--- src/rtl/cla_32_4.sv ---
// Registered 32-bit unsigned adder built from a two-level carry-lookahead tree (8 x 4-bit groups).
// Define CLA_32_4_INPUT_BYPASS_EN to drop the operand registers (1-cycle latency instead of 2).
module cla_32_4 (
    input  logic        clock,
    input  logic        reset,
    input  logic [31:0] A,
    input  logic [31:0] B,
    output logic [31:0] Sum,
    output logic        Cout
);

    // Internal carries c1..c3 of a 4-wide lookahead block, fully expanded from its carry-in.
    function automatic logic [2:0] lookahead3(input logic [3:0] p, input logic [3:0] g,
                                              input logic c);
        logic [2:0] c_out;
        c_out[0] = g[0] | (p[0] & c);
        c_out[1] = g[1] | (p[1] & g[0]) | (p[1] & p[0] & c);
        c_out[2] = g[2] | (p[2] & g[1]) | (p[2] & p[1] & g[0]) | (p[2] & p[1] & p[0] & c);
        return c_out;
    endfunction

    // Block propagate/generate as {P, G}; same form at the group and super-block levels.
    function automatic logic [1:0] block_pg(input logic [3:0] p, input logic [3:0] g);
        logic bp;
        logic bg;
        bp = &p;
        bg = g[3] | (p[3] & g[2]) | (p[3] & p[2] & g[1]) | (p[3] & p[2] & p[1] & g[0]);
        return {bp, bg};
    endfunction

    logic [31:0] a_q;
    logic [31:0] b_q;

`ifdef CLA_32_4_INPUT_BYPASS_EN
    assign a_q = A;
    assign b_q = B;
`else
    // NOTE: state registers use non-blocking assignments so every flop samples pre-edge values.
    always_ff @(posedge clock or negedge reset) begin
        if (!reset) begin
            a_q <= '0;
            b_q <= '0;
        end else begin
            a_q <= A;
            b_q <= B;
        end
    end
`endif

    logic [31:0] p;
    logic [31:0] g;
    logic [31:0] c;
    logic [7:0]  gp;
    logic [7:0]  gg;
    logic [1:0]  sp;
    logic [1:0]  sg;
    logic [1:0]  sc;
    logic [8:0]  gc;
    logic [31:0] sum_d;

    // NOTE: every always_comb output gets a default first so no path leaves it unassigned (no latch).
    always_comb begin
        p     = a_q ^ b_q;
        g     = a_q & b_q;
        c     = '0;
        gp    = '0;
        gg    = '0;
        sp    = '0;
        sg    = '0;
        sc    = '0;
        gc    = '0;
        sum_d = '0;

        for (int k = 0; k < 8; k++)
            {gp[k], gg[k]} = block_pg(p[4*k +: 4], g[4*k +: 4]);
        for (int s = 0; s < 2; s++)
            {sp[s], sg[s]} = block_pg(gp[4*s +: 4], gg[4*s +: 4]);

        // Carry-in is fixed at 0, so the upper super-block's carry-in reduces to G* of the lower one.
        sc[0] = 1'b0;
        sc[1] = sg[0] | (sp[0] & sc[0]);
        gc[8] = sg[1] | (sp[1] & sg[0]);

        for (int s = 0; s < 2; s++) begin
            gc[4*s] = sc[s];
            gc[4*s+1 +: 3] = lookahead3(gp[4*s +: 4], gg[4*s +: 4], sc[s]);
        end

        for (int k = 0; k < 8; k++) begin
            c[4*k] = gc[k];
            c[4*k+1 +: 3] = lookahead3(p[4*k +: 4], g[4*k +: 4], gc[k]);
        end

        sum_d = p ^ c;
    end

    always_ff @(posedge clock or negedge reset) begin
        if (!reset) begin
            Sum  <= '0;
            Cout <= 1'b0;
        end else begin
            Sum  <= sum_d;
            Cout <= gc[8];
        end
    end

endmodule

--- config.mk ---
export PLATFORM = sky130hd
export DESIGN_NAME = cla_32_4
export DESIGN_NICKNAME = d
export VERILOG_FILES = /design/src/rtl/cla_32_4.sv
export SDC_FILE = /design/constraint.sdc
export NUM_CORES = 1
export LEC_CHECK = 0
export ABC_CLOCK_PERIOD_IN_PS = 3150
export BUFFER_PORTS_ARGS = -buffer_cell sky130_fd_sc_hd__buf_4
export CAP_MARGIN = 30
export CORE_MARGIN = 2
export CORE_UTILIZATION = 52
export CTS_CLUSTER_DIAMETER = 120
export DETAILED_ROUTE_END_ITERATION = 10
export PLACE_DENSITY = 0.78
export SLEW_MARGIN = 10
export SYNTH_ARGS = -nofsm -noshare
export SYNTH_HDL_FRONTEND = slang
export SYNTH_SLANG_ARGS = --single-unit
--- constraint.sdc ---
create_clock -name clock -period 3.15 [get_ports clock]
set_input_delay 0.1575 -clock clock [delete_from_list [all_inputs] [get_ports clock]]
set_output_delay 0.1575 -clock clock [all_outputs]
set_load 0.02 [all_outputs]
==> impl_metrics.yaml <==
outcome:
  status: "completed"
placed_design:
  placed_cell_area_sq_um: 4775
  globalplace.congestion: 0.8058
  dp.cells: 469
  io_buffers: 98
  dp_hpwl_microns: 5327
power:
  leakagePower_nw: 2.684
  ir_drop_mv: 0.3643
  power_density_nw_per_um2: 532.9
global_routing:
  grt_pass1_vias: 2817
  grt-ovfl-total: 0
  grt_pass1_wl_microns: 12950
  grt_max_degree: 69
  antenna_found_initial: 0
  grt_usage: 0.2054
synth:
  synth_area_sq_um: 3900
  synth_top_cell_by_area: "dfrtp_1"
  syn_area_per_cell_sq_um: 14.44
  synth_warnings: 0
  synth-seq-cells: 97
  yosysMostFrequentCell: "dfrtp_1"
  synth_edf_count: 0
  mappedNetlistNets: 376
  synth.yosys.seq_area_share: 0.6224
  syn_inst: 270
  synth.top_cell.area_share: 0.6224
  ys_async_sr_fraction: 1.000
  yosysUniqueCellTypes: 49
  synth_commonest_cells: "97 x dfrtp_1, 32 x ha_1, 16 x a21oi_1"
  synth.top_cells.by_area: "dfrtp_1 62%, ha_1 10%, fa_1 4.1%, xor2_1 2.7%, a21oi_1 2.1%"
  ys.flop_type: "dfrtp_1"
sta:
  rsz0062_at_grt: "no"
  drv_slew: 0
  holdWs_ns: 0.4203
  fmax_mhz: 386.7
  clock_skew_ns: 0.008598
  relSlewSlack: 0.4606
  period_share: 0.8210
  timing_hold_violations_final: 0
  period_minus_slack_ns: 2.586
  fin_setup_tns_ns: 0
  worst_pin_slew_ns: 0.8092
  setup_viol: 0
critical_path:
  path_max_fanout: 5
  max_stage_delay_ns: 0.40
  end_kind: "flip-flop"
  path_cells: "ha_1 -> a41oi_2 -> o21ai_1 -> a211oi_1 -> o21ai_0 -> nand3_1 -> nand2_1 -> fa_1 -> xor2_1"
  path_class: "reg2reg"
  reg2reg_depth: 9
  crit_slowest_cell: "fa_1"
  reg2reg_slack_ns: 0.56
  r2r_end: "Sum[13]"
  worstPathRequired_ns: 3.39
  critPathArrivalTime_ns: 2.82
  startpoint_type: "flip-flop"
  rr_startpoint: "a_q[2]"
clock_tree:
  postCtsHoldBufs: 65
  cts_tree: "yes"
  cts.clk_slew.worst_paths_ns: 0.09
  cts_max_level: 3
  cts_max_path_buffers: 2
  cts_root_buf: "clkbuf_8"
  numCtsBuffers: 9
  clk_latency_ns: 0.36
  post-cts-setup-buffers: 0
  cts_resized: 0
  clock_sink_count: 97
flow_run:
  maxCapViolations: 0
detailed_routing:
  drtPass1Iterations: 4
  routedWlPerCell_microns: 14.25
  drt_iter0_markers: 50
  vias_per_cell: 4.884
  wl_microns: 7839
  vias: 2686
  ant_nets: 0
  drc_errors: 0
floorplanning:
  fp.dieH_microns: 90.60
  dieWidth_microns: 90.60
  ios: 99
  num_rows: 31
  initial_core_util: 0.5377
  core_sq_um: 7253
  dieArea_sq_um: 8208
layout:
  nFillCells: 436
  nets: 552
  regArea_sq_um: 2427
  final_area_sq_um: 5655
  area_growth_pct: 45.01
  n_antenna_cell: 0
  multiInputGateArea_sq_um: 1439
  drive_gt1_frac: 0.2927
  final_cells: 550
hold_path:
  min_path_type: "in2async"
area by class of cell:
| cell class | instances | share of cell area |
|---|---|---|
| Sequential cell | 97 | 0.4292 |
| Tap cell | 99 | 0.02190 |
| Timing Repair Buffer | 165 | 0.2478 |
| Multi-Input combinational cell | 164 | 0.2544 |
| Clock inverter | 4 | 0.01327 |
| Inverter | 9 | 0.005973 |
| Clock buffer | 12 | 0.02743 |
worst max path at each step:
stage | from | to | slack (ns) | cells past startpoint
floorplan | a_q[9] | Sum[21] | 0.81 | 8
global placement | a_q[1] | Sum[21] | 0.68 | 8
detailed placement | a_q[2] | Sum[21] | 0.61 | 8
CTS | a_q[2] | Sum[13] | 0.57 | 9
global route | a_q[1] | Sum[13] | 0.38 | 9
finish | a_q[2] | Sum[13] | 0.56 | 9
worst max-delay path, delay by kind of cell (launching register included):
kind                     cells  cell delay [ns]
AO/OA/AOI/OAI                4             0.96
adder cells (fa/ha/maj)      2             0.76
flip-flops                   1             0.37
AND/OR/NAND/NOR              2             0.20
XOR/XNOR                     1             0.17
flip-flops by register name (all words and copies together), names as in the netlist:
name	cells
Cout	1
Sum	32
a_q	32
b_q	32
logic make-up (layout without fill, tap and decap cells):
logic type / count (synthesis) / count (layout) / share of synthesized area
XOR/XNOR: 19 / 19 / 0.04267
flip-flops: 97 / 97 / 0.6224
AO/OA/AOI/OAI: 61 / 61 / 0.1229
buffers and inverters: 9 / 190 / 0.008662
AND/OR/NAND/NOR: 44 / 44 / 0.05968
adder cells (fa/ha/maj): 40 / 40 / 0.1437
per-stage QoR:
step	utilization	total power, mW	worst slack, ns
CTS	0.7797	3.049	0.5706
detailed placement	0.6583	2.085	0.6070
floorplan	-	1.792	0.8149
global route	0.7797	3.165	0.3776
global placement	0.6583	2.068	0.6816
finish	0.7797	3.014	0.5638
layer usage:
layer,track usage,up-vias,routed length [microns]
li1,-,1306,-
met1,0.2388,1288,3236
met2,0.3682,85,4134
met3,0.05509,7,375
met4,0.06667,0,93
met5,0,-,0
cells in the final DEF, fill, tap and decap left out, types with 3 or more instances in the layout:
master	count
buf_4	100
dfrtp_1	97
dlygate4sd3_1	65
ha_1	32
a21oi_1	16
nand2_1	14
xor2_1	12
clkbuf_8	11
inv_1	8
a21o_1	8
fa_1	8
nor2_1	7
xnor2_1	7
o21ai_0	6
nand3_1	5
o21ai_1	4
a211oi_1	3
and3_1	3
report_power, final:
part	switching [mW]	total (mW)	internal, mW
Sequential	0.0499	1.42	1.37
Clock	0.394	0.884	0.491
Combinational	0.364	0.707	0.343
Total	0.807	3.01	2.21
No activity file was read; power rests on OpenSTA's default activity.
